===== src/rtl/cg_rvarch_instr_encoder.sv =====
// RV32 base instruction encoder: field-level requests in, 32-bit words out
// through a small valid/ready output FIFO carrying a per-word error flag.
module cg_rvarch_instr_encoder #(
    parameter int DEPTH    = 2,
    parameter int ERRCNT_W = 16
) (
    input  logic                i_clk,
    input  logic                i_rst,
    input  logic                i_valid,
    output logic                o_ready,
    input  logic [6:0]          i_opcode,
    input  logic [4:0]          i_rd,
    input  logic [4:0]          i_rs1,
    input  logic [4:0]          i_rs2,
    input  logic [2:0]          i_funct3,
    input  logic [6:0]          i_funct7,
    input  logic [31:0]         i_imm,
    output logic                o_valid,
    input  logic                i_ready,
    output logic [31:0]         o_instr,
    output logic                o_err,
    output logic [ERRCNT_W-1:0] o_err_cnt
);

    localparam int PW = (DEPTH > 1) ? $clog2(DEPTH) : 1;
    localparam int CW = $clog2(DEPTH + 1);

    localparam logic [6:0] OP_LOAD      = 7'b0000011;
    localparam logic [6:0] OP_MISC_MEM  = 7'b0001111;
    localparam logic [6:0] OP_OP_IMM    = 7'b0010011;
    localparam logic [6:0] OP_AUIPC     = 7'b0010111;
    localparam logic [6:0] OP_OP_IMM_32 = 7'b0011011;
    localparam logic [6:0] OP_STORE     = 7'b0100011;
    localparam logic [6:0] OP_OP        = 7'b0110011;
    localparam logic [6:0] OP_LUI       = 7'b0110111;
    localparam logic [6:0] OP_OP_32     = 7'b0111011;
    localparam logic [6:0] OP_BRANCH    = 7'b1100011;
    localparam logic [6:0] OP_JALR      = 7'b1100111;
    localparam logic [6:0] OP_JAL       = 7'b1101111;
    localparam logic [6:0] OP_SYSTEM    = 7'b1110011;

    logic signed [31:0] imm_s;
    logic               i_range_bad;
    logic               b_range_bad;
    logic               j_range_bad;
    logic [31:0]        enc_instr;
    logic               enc_err;

    assign imm_s       = i_imm;
    assign i_range_bad = (imm_s < -32'sd2048) || (imm_s > 32'sd2047);
    assign b_range_bad = (imm_s < -32'sd4096) || (imm_s > 32'sd4094) || i_imm[0];
    assign j_range_bad = (imm_s < -32'sd1048576) || (imm_s > 32'sd1048574) || i_imm[0];

    always_comb begin
        enc_instr = 32'h0;
        enc_err   = 1'b0;
        case (i_opcode)
            OP_OP, OP_OP_32: begin
                enc_instr = {i_funct7, i_rs2, i_rs1, i_funct3, i_rd, i_opcode};
            end
            OP_LOAD, OP_OP_IMM, OP_OP_IMM_32, OP_JALR, OP_MISC_MEM, OP_SYSTEM: begin
                enc_instr = {i_imm[11:0], i_rs1, i_funct3, i_rd, i_opcode};
                enc_err   = i_range_bad;
            end
            OP_STORE: begin
                enc_instr = {i_imm[11:5], i_rs2, i_rs1, i_funct3, i_imm[4:0], i_opcode};
                enc_err   = i_range_bad;
            end
            OP_BRANCH: begin
                enc_instr = {i_imm[12], i_imm[10:5], i_rs2, i_rs1, i_funct3,
                             i_imm[4:1], i_imm[11], i_opcode};
                enc_err   = b_range_bad;
            end
            OP_LUI, OP_AUIPC: begin
                enc_instr = {i_imm[31:12], i_rd, i_opcode};
                enc_err   = (i_imm[11:0] != 12'h0);
            end
            OP_JAL: begin
                enc_instr = {i_imm[20], i_imm[10:1], i_imm[11], i_imm[19:12], i_rd, i_opcode};
                enc_err   = j_range_bad;
            end
            default: begin
                enc_instr = 32'h0;
                enc_err   = 1'b1;
            end
        endcase
    end

    logic [31:0]         instr_mem_q [DEPTH];
    logic [31:0]         instr_mem_d [DEPTH];
    logic                err_mem_q   [DEPTH];
    logic                err_mem_d   [DEPTH];
    logic [PW-1:0]       wr_ptr_q, wr_ptr_d;
    logic [PW-1:0]       rd_ptr_q, rd_ptr_d;
    logic [CW-1:0]       count_q, count_d;
    logic [ERRCNT_W-1:0] err_cnt_q, err_cnt_d;
    logic                push;
    logic                pop;

    function automatic logic [PW-1:0] ptr_next(input logic [PW-1:0] p);
        return (p == PW'(DEPTH - 1)) ? '0 : p + 1'b1;
    endfunction

    assign o_ready   = (count_q < CW'(DEPTH));
    assign o_valid   = (count_q != '0);
    assign push      = i_valid & o_ready;
    assign pop       = o_valid & i_ready;
    assign o_instr   = o_valid ? instr_mem_q[rd_ptr_q] : 32'h0;
    assign o_err     = o_valid ? err_mem_q[rd_ptr_q] : 1'b0;
    assign o_err_cnt = err_cnt_q;

    always_comb begin
        instr_mem_d = instr_mem_q;
        err_mem_d   = err_mem_q;
        wr_ptr_d    = wr_ptr_q;
        rd_ptr_d    = rd_ptr_q;
        count_d     = count_q;
        err_cnt_d   = err_cnt_q;
        if (push) begin
            instr_mem_d[wr_ptr_q] = enc_instr;
            err_mem_d[wr_ptr_q]   = enc_err;
            wr_ptr_d              = ptr_next(wr_ptr_q);
            if (enc_err && (err_cnt_q != '1)) begin
                err_cnt_d = err_cnt_q + 1'b1;
            end
        end
        if (pop) begin
            rd_ptr_d = ptr_next(rd_ptr_q);
        end
        if (push && !pop) begin
            count_d = count_q + 1'b1;
        end else if (pop && !push) begin
            count_d = count_q - 1'b1;
        end
    end

    // Storage is left unreset; the head is masked to zero while empty.
    always_ff @(posedge i_clk) begin
        instr_mem_q <= instr_mem_d;
        err_mem_q   <= err_mem_d;
        if (i_rst) begin
            wr_ptr_q  <= '0;
            rd_ptr_q  <= '0;
            count_q   <= '0;
            err_cnt_q <= '0;
        end else begin
            wr_ptr_q  <= wr_ptr_d;
            rd_ptr_q  <= rd_ptr_d;
            count_q   <= count_d;
            err_cnt_q <= err_cnt_d;
        end
    end

endmodule


===== config.mk =====
export PLATFORM = sky130hd
export DESIGN_NAME = cg_rvarch_instr_encoder
export DESIGN_NICKNAME = d
export VERILOG_FILES = /design/src/rtl/cg_rvarch_instr_encoder.sv
export SDC_FILE = /design/constraint.sdc
export NUM_CORES = 1
export LEC_CHECK = 0
export ABC_AREA = 1
export BUFFER_PORTS_ARGS = -buffer_cell sky130_fd_sc_hd__buf_2
export CAP_MARGIN = 20
export CORE_ASPECT_RATIO = 1.2
export CORE_MARGIN = 3
export CORE_UTILIZATION = 60
export CTS_BUF_LIST = sky130_fd_sc_hd__clkbuf_4 sky130_fd_sc_hd__clkbuf_8
export DETAILED_ROUTE_END_ITERATION = 7
export GPL_TIMING_DRIVEN = 0
export HOLD_SLACK_MARGIN = 0.02
export PLACE_DENSITY = 0.89
export SETUP_SLACK_MARGIN = 0.15
export SLEW_MARGIN = 20
export SYNTH_ARGS = -nofsm -noshare
export SYNTH_HDL_FRONTEND = slang
export SYNTH_SLANG_ARGS = --single-unit

===== constraint.sdc =====
create_clock -name i_clk -period 3.4 [get_ports i_clk]
set_input_delay 0.17 -clock i_clk [delete_from_list [all_inputs] [get_ports i_clk]]
set_output_delay 0.17 -clock i_clk [all_outputs]
set_load 0.05 [all_outputs]

==> results of run 1 <==
[power by group]
group / leakage, nW / internal (mW) / switching (mW)
Clock: 0.115 / 0.438 / 0.348
Sequential: 0.802 / 1.30 / 0.0496
Combinational: 1.59 / 0.363 / 1.27
[metrics by stage]
step	setup slack, ns	total power, mW	instances	hold WS, ns
floorplan	0.725	2.53	553	0.357
global placement	0.408	2.92	762	0.477
detailed placement	1.24	2.98	764	0.487
CTS	1.09	3.77	780	0.118
finish	1.09	3.77	780	0.132
global route	0.958	3.95	780	0.134
[layout by cell type (no fill, tap or decap), drive strengths merged]
master   instances
buf            122
edfxtp          66
inv             52
a21oi           56
o211ai           2
xor2             9
clkinv           2
nor3             8
or2              2
o21ai           16
nand3           44
clkbuf          26
nand2          181
o22ai            6
dfxtp           20
nand3b           2
a221oi           1
nand4            7
xnor2            6
bufinv           3
o41ai            1
o221ai           3
o2111ai          1
nor2            44
ha               2
a22oi            1
nor4             5
[area by class of cell]
cell class	instances	area share [%]
Inverter	53	3.70
Buffer	17	1.74
Clock inverter	4	1.24
Multi-Input combinational cell	397	36.4
Timing Repair Buffer	119	11.0
Sequential cell	86	41.4
Clock buffer	12	2.54
Tap cell	92	2.00
[cells by family after synthesis]
family	Yosys count	share of synthesized area [%]
and+or+nand+nor	293	29.3
AOI/OAI and AO/OA	87	10.9
buffers and inverters	70	6.55
adders and majority gates	2	0.524
xor gates and xnor gates	15	2.75
DFF	86	49.9
[cell usage after synthesis (5+ instances only)]
| cell type | number |
|---|---|
| a21oi_1 | 45 |
| a21oi_2 | 10 |
| clkbuf_1 | 14 |
| dfxtp_1 | 20 |
| edfxtp_1 | 66 |
| inv_1 | 45 |
| inv_2 | 6 |
| nand2_1 | 162 |
| nand2_2 | 13 |
| nand2_4 | 6 |
| nand3_1 | 32 |
| nand3_2 | 11 |
| nand4_1 | 7 |
| nor2_1 | 40 |
| nor3_1 | 5 |
| nor4_1 | 5 |
| o21ai_0 | 16 |
| o22ai_1 | 6 |
| xnor2_1 | 6 |
| xor2_1 | 9 |
[critical path: cells and delay by family (launching register included)]
kind	cells	cell delay, ns
AOI/OAI and AO/OA	1	0.27
DFF	1	0.30
and+or+nand+nor	1	0.14
buffers and inverters	4	1.07
[worst max-delay path by stage]
stage	slack, ns	from	end	depth (start not counted)
6_report	1.09	rd_ptr_q$_SDFFE_PP0P_	o_instr[11]	6
5_1_grt	0.96	rd_ptr_q$_SDFFE_PP0P_	o_instr[11]	6
4_1_cts	1.09	rd_ptr_q$_SDFFE_PP0P_	o_instr[11]	6
3_5_place_dp	1.24	o_err_cnt[0]$_SDFFE_PP0P_	o_err_cnt[15]$_SDFFE_PP0P_	12
3_3_place_gp	0.41	count_q[1]$_SDFFE_PP0P_	instr_mem_q[13]$_DFFE_PP_	3
2_1_floorplan	0.73	count_q[1]$_SDFFE_PP0P_	err_mem_q[0]$_DFFE_PP_	3
[state kept, by name, summed over array words and instances, names as in the netlist]
signal and flops:
count_q 2, wr_ptr_q 1, err_mem_q 2, rd_ptr_q 1
instr_mem_q 64, o_err_cnt 16
[per-layer routing]
metal / global-route usage (%) / share of wire (%) / vias up
met5: 0 / 0 / -
met4: 13.8 / 3.1 / 0
met3: 4.30 / 5.7 / 33
met2: 49.7 / 52 / 200
met1: 34.8 / 39 / 2016
li1: - / - / 2125
==> out/metrics.csv, run 1 <==
stage,metric,value,unit
worst_setup_path,slowest_delay,0.40,ns
detailed_routing,drtIter0Drc,366,
floorplan,die_x,87.4,um
worst_setup_path,cp-start-kind,flip-flop,
clock_network,cts_sinks,86,
worst_setup_path,path_class,flip-flop to output port,
status,status,"complete, no violations",
clock_network,cts_made_buffers,9,
sta,skew,0.0126,ns
final_layout,multi_input_area,0.00209,mm2
clock_network,cts_max_level,3,
logic_synthesis,ys_seq_area_share,49.9,%
worst_setup_path,cp_max_fo,10,
global_route,grt_pass1_wl,20400,um
global_route,grt_max_degree,28,
clock_network,tritoncts,built,
floorplan,die_y,104,um
min_path,min_path_cells,3,
min_path,hp-class,primary input to flip-flop,
final_layout,finalNetCount,753,
final_layout,n_fill_cell,563,
logic_synthesis,yosysWarnings,0,
floorplan,rows,35,
global_route,grt-ovfl-total,0,
final_layout,stdcell_area,0.00575,mm2
logic_synthesis,syn-cell-area,0.00477,mm2
run,drv_cap,0,
detailed_routing,wirelength,12700,um
clock_network,cts_buffer_depth,2,
placement,place_congestion,0.921,
sta,maxSlewViolCount,0,
logic_synthesis,synth_top_area_cell,edfxtp_1,
global_route,first_global_vias,4305,
worst_setup_path,ff2ff_setup_slack,1.20,ns
logic_synthesis,ys_types,39,
detailed_routing,postRouteAntennaNets,0,
sta,period_minus_slack,2.31,ns
detailed_routing,vias,4374,
sta,tns,0,ns
detailed_routing,first_pass_iters,5,
logic_synthesis,yosys-top-cells-area,"edfxtp_1 (42%), nand2_1 (13%), dfxtp_1 (8.4%)",
power,cellPowerDensity,656,mW/mm2
final_layout,utilization,74.6,%
final_layout,seq_area,0.00238,mm2
worst_setup_path,cp.required,3.23,ns
detailed_routing,wl_per_cell,16.2,um
sta,worstMarginPinSlew,0.719,ns
worst_setup_path,endpoint_kind,output port,
final_layout,diodes,0,
floorplan,die_area,0.00906,mm2
sta,setup_viol,0,
logic_synthesis,async_reset_ff_share,0,%
min_path,min_from,i_ready,
worst_setup_path,slowest_stage,clkbuf_1,
final_layout,area_delta_synth_final,20.6,%
floorplan,num_io_pins,119,
clock_network,clk_latency,0.36,ns
detailed_routing,vias_per_cell,5.61,
clock_network,clkSlewWorstSetupHoldPaths,0.08,ns
sta,max_freq,0.433,GHz
clock_network,root_buffer,clkbuf_8,
clock_network,cts_hold_buf,0,
worst_setup_path,worstPathArrival,2.14,ns
worst_setup_path,reg2reg_depth,12,
sta,rsz0062_at_grt,false,
logic_synthesis,synth_top_area_share,41.5,%
worst_setup_path,reg2reg_from,o_err_cnt[0]$_SDFFE_PP0P_,
sta,post-route-period-util,67.9,%
power,leakage,2.51,nW
placement,postPlaceCellArea,0.00554,mm2
floorplan,core-area,0.00771,mm2
global_route,grt.total_usage,29.0,%
logic_synthesis,synthCells,553,
worst_setup_path,crit_chain,"clkbuf_1, clkinv_1, clkbuf_1, nand2_1, a21oi_1, buf_2",
logic_synthesis,synth-seq-cells,86,
worst_setup_path,reg2reg_to,o_err_cnt[9]$_SDFFE_PP0P_,
logic_synthesis,yosys_most_used_dff,edfxtp_1,
sta,relSlewSlack,52.0,%
worst_setup_path,crit_top_cell,clkbuf_1,
placement,portBuffers,117,
min_path,hold_end,rd_ptr_q$_SDFFE_PP0P_,
sta,hold_viol,0,
detailed_routing,drcViolationCount,0,
clock_network,cts_setup_buffers,0,
global_route,antenna_found_initial,0,
floorplan,start_util,61.9,%
power,peakVddDrop,0.000414,V
logic_synthesis,synth-edff-count,66,
placement,post-dp-hpwl,9390,um
logic_synthesis,syn_area_per_cell,8.63,um2
clock_network,cts_resized,0,
final_layout,drive_gt1_share,28.5,%
logic_synthesis,syn_nets,623,
Power figures use the tool's default switching activity.
==> run 2, diff against run 1 <==
- ABC_AREA: 1 -> 0
- CORE_UTILIZATION: 60 -> 49
- PLACE_DENSITY: 0.89 -> 0.78
- clock period: 3.4 -> 2.1 ns (I/O delays scaled with it)
==> run 2 against run 1 <==
Sequential cell count unchanged. Hold slack got worse by 0.065 ns. Die area increased by 11%. Critical path depth increased by 4. Worst setup slack got worse by 0.92 ns. Cell count decreased by 16%. Design area decreased by 3.7%. Total power increased by 54%. Via count decreased by 14%. Non-clock buffer count increased by 12. Count of clock-buffer cells in the layout decreased by 1. Clock skew decreased by 0.0054 ns. Highest routed layer unchanged.
==> out/metrics.csv, run 2 <==
stage,metric,value,unit
logic_synthesis,yosysMostFrequentCell,edfxtp_1,
final_layout,area_delta_synth_final,27.3,%
sta,worstMarginPinSlew,0.990,ns
clock_network,root_buffer,clkbuf_8,
clock_network,clk_latency,0.35,ns
final_layout,layout_commonest_cell,buf_2,
sta,skew,0.00723,ns
global_route,grt_max_degree,34,
logic_synthesis,synth_top_area_share,45.6,%
worst_setup_path,cp.required,2.38,ns
final_layout,final_cell_mix,"buf_2 (119), edfxtp_1 (66), nor2_1 (47)",
sta,setup_viol,0,
detailed_routing,postRouteAntennaNets,0,
sta,relSlewSlack,33.8,%
min_path,hp-class,primary input to flip-flop,
placement,postPlaceCellArea,0.00517,mm2
detailed_routing,drcViolationCount,0,
detailed_routing,drtIter0Drc,302,
sta,period_minus_slack,1.93,ns
sta,post-route-period-util,91.9,%
logic_synthesis,async_reset_ff_share,0,%
final_layout,diodes,0,
final_layout,largest-register,instr_mem_q,
sta,maxSlewViolCount,0,
global_route,grt.total_usage,22.2,%
clock_network,tritoncts,built,
worst_setup_path,path_class,primary input to flip-flop,
detailed_routing,wirelength,11400,um
sta,hold_ws,0.0672,ns
power,peakVddDrop,0.000496,V
clock_network,cts_buffer_depth,2,
floorplan,num_io_pins,119,
power,leakage,2.22,nW
clock_network,cts_sinks,86,
worst_setup_path,endpoint_kind,flip-flop,
logic_synthesis,ys_top_cells_by_count,"edfxtp_1 (66), nor2_1 (49), mux2i_1 (33), nand2_1 (27), a21oi_1 (23)",
status,status,"complete, no violations",
worst_setup_path,worstPathArrival,2.21,ns
logic_synthesis,ys_types,54,
logic_synthesis,yosys-top-cells-area,"edfxtp_1 (46%), dfxtp_1 (9.2%), mux2i_1 (7.6%)",
sta,max_freq,0.518,GHz
placement,pre_cts_ws,-0.609,ns
logic_synthesis,syn_nets,471,
global_route,first_global_vias,3554,
worst_setup_path,cp_max_fo,10,
placement,portBuffers,117,
global_route,antenna_found_initial,0,
logic_synthesis,synth-edff-count,66,
detailed_routing,wl_per_cell,17.2,um
floorplan,die_area,0.0100,mm2
sta,tns,0,ns
placement,post-dp-hpwl,7990,um
clock_network,clkSlewWorstSetupHoldPaths,0.08,ns
logic_synthesis,synth_top_area_cell,edfxtp_1,
final_layout,stdcell_area,0.00554,mm2
floorplan,core-area,0.00861,mm2
floorplan,rows,37,
global_route,grt-ovfl-total,0,
power,totalPowerFinal,5.80,mW
detailed_routing,first_pass_iters,5,
sta,rsz0062_at_grt,true,
clock_network,cts_max_level,3,
power,cellPowerDensity,1050,mW/mm2
detailed_routing,vias,3776,
placement,place_congestion,0.939,
logic_synthesis,yosysWarnings,0,
global_route,grt_pass1_wl,17400,um
logic_synthesis,syn-cell-area,0.00435,mm2
final_layout,largest_reg_flops,64,
sta,worst_slack,0.170,ns
logic_synthesis,ys_seq_area_share,54.8,%
clock_network,cts_made_buffers,9,
floorplan,die_y,109,um
final_layout,finalNetCount,607,
logic_synthesis,syn_area_per_cell,10.8,um2
logic_synthesis,synth-seq-cells,86,
run,drv_cap,0,
floorplan,die_x,92.0,um
floorplan,start_util,50.5,%
final_layout,drive_gt1_share,35.8,%
detailed_routing,vias_per_cell,5.73,
sta,hold_viol,0,
logic_synthesis,yosys_most_used_dff,edfxtp_1,
worst_setup_path,cp-start-kind,primary input,
logic_synthesis,synthCells,401,
==> run 2: cell count changes in the layout (fill, tap and decap cells not counted), sizes merged, moves of 8 or more <==
cell   change
inv       -39
a21oi     -33
or3       +15
nand2    -154
a22o      +13
or4        +8
buf       +13
mux2i     +33
nand3     -34
==> run 2: kinds of logic after synthesis <==
group / Yosys count / synth area share, %
and+or+nand+nor: 159 / 19.4
muxes: 34 / 7.85
buffers and inverters: 36 / 3.59
AOI/OAI and AO/OA: 80 / 13.1
adders and majority gates: 2 / 0.575
xor gates and xnor gates: 4 / 0.805
DFF: 86 / 54.8
==> run 2: critical path, cell delays in order <==
cell and delay [ns]:
buf_2 0.15, nand2b_2 0.25, nor4_4 0.30, buf_4 0.20, a21oi_1 0.08, a21oi_2 0.17
a311oi_4 0.09, buf_6 0.18, or4_1 0.51, a21oi_1 0.16
==> run 2: power breakdown <==
part	leakage, nW	internal, mW	switching (mW)
clock network	0.106	0.588	0.565
registers	0.802	2.10	0.0775
logic	1.31	0.618	1.85
total	2.22	3.30	2.49
==> run 2: path summary, 6_finish.rpt <==
check | slack [ns] | from | endpoint | cells past startpoint
min reg2reg | 0.51 | o_err_cnt[1]$_SDFFE_PP0P_ | o_err_cnt[1]$_SDFFE_PP0P_ | 2
max reg2reg | 0.18 | o_err_cnt[3]$_SDFFE_PP0P_ | o_err_cnt[15]$_SDFFE_PP0P_ | 9
min | 0.07 | i_rs1[0] | instr_mem_q[47]$_DFFE_PP_ | 2
max | 0.17 | i_opcode[2] | o_err_cnt[15]$_SDFFE_PP0P_ | 10
==> run 2: stage by stage <==
stage / std cells / util [%]
floorplan: 401 / -
global placement: 635 / 60.1
detailed placement: 635 / 60.1
CTS: 656 / 63.4
global route: 659 / 64.3
finish: 659 / 64.3
==> run 2: metal layers <==
metal / wire length, um / global-route usage [%] / share of wire (%) / up-vias
met5: 0 / 0 / 0 / -
met4: 276 / 10.3 / 2.4 / 0
met3: 589 / 2.69 / 5.2 / 28
met2: 5890 / 38.6 / 52 / 146
met1: 4600 / 27.7 / 41 / 1804
li1: - / - / - / 1798
==> run 2: final cells by class <==
type,instances,area [um2]
Buffer,23,153
Clock buffer,11,145
Clock inverter,5,50.0
Fill cell,731,3070
Inverter,13,48.8
Multi-Input combinational cell,279,1930
Sequential cell,86,2410
Tap cell,117,146
Timing Repair Buffer,125,647
==> run 2: what timing repair did <==
item / CTS / global route
hold endpoints to repair: 0 / 0
gates resized for setup: 15 / 21
endpoints found under the setup margin: 64 / 104
setup buffers: 4 / 2
hold buffers: 0 / 0
pin swaps: 4 / 5
gates cloned: 1 / 1
==> run 3, diff against run 2 <==
==> constraint.sdc (replaced) <==
create_clock -name i_clk -period 2.1 [get_ports i_clk]
set_input_delay 0.315 -clock i_clk [delete_from_list [all_inputs] [get_ports i_clk]]
set_output_delay 0.315 -clock i_clk [all_outputs]
set_load 0.05 [all_outputs]
==> run 3 against run 2 <==
Count of clock-buffer cells in the layout is the same. Worst setup slack lost 0.13 ns. Cell count grew 2.7%. Critical path depth decreased by 1. Global-route usage rose by 0.23 points. Total power increased by 6.4%. Die area stayed put. Combinational power grew 15%. Core utilization grew 6.2 points. Routed wire length increased by 5.8%. Fmax is 6.1% lower. Largest cell class unchanged.
==> out/metrics.csv, run 3 (synthesis results as in run 2) <==
stage,metric,value,unit
worst_setup_path,path_class,primary input to flip-flop,
power,peakVddDrop,0.000676,V
worst_setup_path,ff2ff_setup_slack,0.12,ns
global_route,antenna_found_initial,0,
global_route,grt_pass1_wl,17600,um
sta,max_freq,0.487,GHz
detailed_routing,vias_per_cell,5.88,
sta,skew,0.00937,ns
sta,worstMarginPinSlew,0.999,ns
detailed_routing,first_pass_iters,7,
global_route,grt_max_degree,34,
worst_setup_path,reg2reg_to,o_err_cnt[5]$_SDFFE_PP0P_,
global_route,grt.total_usage,22.4,%
clock_network,clk_latency,0.35,ns
worst_setup_path,worstPathArrival,2.30,ns
global_route,grt-ovfl-total,0,
worst_setup_path,crit_chain,"buf_6, or4_4, nor2_4, a221o_1, a21oi_2, a311oi_4, buf_6, nor4b_4, mux2_4",
final_layout,largest-register,instr_mem_q,
detailed_routing,vias,3982,
floorplan,die_x,92.0,um
min_path,hp-class,primary input to flip-flop,
worst_setup_path,slowest_stage,or4_4,
worst_setup_path,crit_top_cell,buf_6,
placement,postPlaceCellArea,0.00527,mm2
sta,period_minus_slack,2.06,ns
worst_setup_path,reg2reg_depth,9,
power,cellPowerDensity,1020,mW/mm2
floorplan,core-area,0.00861,mm2
floorplan,num_io_pins,119,
final_layout,stdcell_area,0.00607,mm2
detailed_routing,wirelength,12000,um
detailed_routing,postRouteAntennaNets,0,
min_path,min_from,i_rs1[4],
global_route,first_global_vias,3820,
floorplan,die_area,0.0100,mm2
detailed_routing,wl_per_cell,17.7,um
clock_network,cts_sinks,86,
clock_network,root_buffer,clkbuf_8,
clock_network,cts_max_level,3,
worst_setup_path,endpoint_kind,flip-flop,
worst_setup_path,reg2reg_from,o_err_cnt[3]$_SDFFE_PP0P_,
final_layout,drive_gt1_share,47.9,%
run,drv_cap,0,
power,leakage,2.39,nW
worst_setup_path,slowest_delay,0.54,ns
clock_network,tritoncts,built,
floorplan,rows,37,
status,status,"complete, no violations",
detailed_routing,drcViolationCount,0,
clock_network,cts_buffer_depth,2,
worst_setup_path,cp-start-kind,primary input,
final_layout,area_delta_synth_final,39.6,%
detailed_routing,drtIter0Drc,410,
final_layout,finalNetCount,625,
sta,hold_viol,0,
final_layout,largest_reg_flops,64,
min_path,min_path_cells,2,
floorplan,die_y,109,um
clock_network,cts_made_buffers,9,
min_path,hold_end,instr_mem_q[19]$_DFFE_PP_,
sta,relSlewSlack,33.3,%
floorplan,start_util,50.5,%
sta,rsz0062_at_grt,true,
final_layout,layout_commonest_cell,buf_2,
placement,portBuffers,117,
power,totalPowerFinal,6.17,mW
worst_setup_path,cp.required,2.34,ns
sta,maxSlewViolCount,0,
placement,place_congestion,0.936,
worst_setup_path,cp_max_fo,6,
final_layout,final_cell_mix,"buf_2 (109), edfxtp_1 (66), nor2_2 (30)",
final_layout,diodes,0,
placement,post-dp-hpwl,8060,um
clock_network,clkSlewWorstSetupHoldPaths,0.08,ns
sta,post-route-period-util,97.9,%
sta,setup_viol,0,
-- run 3: cell types whose count changed in the layout (fill, tap and decap cells not counted), moves of 3 or more --
cell,before,now
nor2_2,1,30
mux2i_1,33,22
buf_4,10,27
buf_2,119,109
nor2_1,47,16
clkbuf_2,4,1
buf_8,1,5
buf_6,4,12
o21ai_1,1,10
mux2i_2,0,8
mux2i_4,0,3
o21ai_0,12,3
-- run 3: cell type report --
cell class	instances	area, um2
Inverter	13	51.3
Buffer	22	211
Clock buffer	11	139
Tap cell	117	146
Sequential cell	86	2410
Clock inverter	5	51.3
Multi-Input combinational cell	279	2200
Fill cell	627	2540
Timing Repair Buffer	144	862
-- run 3: worst max-delay path, delay by kind of cell --
family	cells	cell delay, ns
and+or+nand+nor	3	0.74
AOI/OAI and AO/OA	3	0.66
muxes	1	0.29
buffers and inverters	2	0.28
-- run 3: routing by layer --
metal	up-vias	part of all wire, %	wire [um]	global-route usage (%)
li1	1840	-	-	-
met1	1940	38	4530	24.6
met2	172	55	6570	41.4
met3	30	5.4	650	4.69
met4	0	2.2	259	10.4
met5	-	0	0	0
-- run 3: worst max path at each step --
stage                                   start                          to  cells past startpoint  slack (ns)
finish                              i_imm[17]  o_err_cnt[10]$_SDFFE_PP0P_                      9        0.04
global route        o_err_cnt[3]$_SDFFE_PP0P_   o_err_cnt[5]$_SDFFE_PP0P_                      9       -0.01
CTS                               i_opcode[5]   o_err_cnt[0]$_SDFFE_PP0P_                     11        0.10
detailed placement                i_opcode[3]  o_err_cnt[10]$_SDFFE_PP0P_                     10       -0.64
global placement                  i_opcode[2]  o_err_cnt[10]$_SDFFE_PP0P_                      9       -0.52
floorplan                           i_imm[14]  o_err_cnt[10]$_SDFFE_PP0P_                      8       -0.05
-- run 3: stage by stage --
| step | hold slack (ns) | worst slack [ns] | std cells | TNS (ns) | utilization (%) |
|---|---|---|---|---|---|
| floorplan | 0.471 | -0.0488 | 401 | -0.0488 | - |
| detailed placement | 0.491 | -0.637 | 635 | -21.16 | 61.2 |
| finish | 0.278 | 0.0445 | 677 | 0 | 70.5 |
| global route | 0.273 | -0.0130 | 677 | -0.0130 | 70.5 |
| CTS | 0.261 | 0.101 | 665 | 0 | 67.6 |
| global placement | 0.482 | -0.522 | 635 | -16.98 | 61.2 |
-- run 3: where the power goes --
group	switching, mW	total, mW	internal [mW]
sequential	0.105	2.21	2.10
clock	0.556	1.12	0.569
combinational	1.99	2.84	0.850
total	2.65	6.17	3.52
-- run 3: timing repair --
| item | in CTS | in global routing |
|---|---|---|
| setup buffers | 13 | 11 |
| endpoints found under the hold margin | 0 | 0 |
| endpoints found under the setup margin | 64 | 107 |
| hold buffers | 0 | 0 |
| gates cloned | 1 | 2 |
| gates resized for setup | 59 | 40 |
| pin swaps | 24 | 22 |
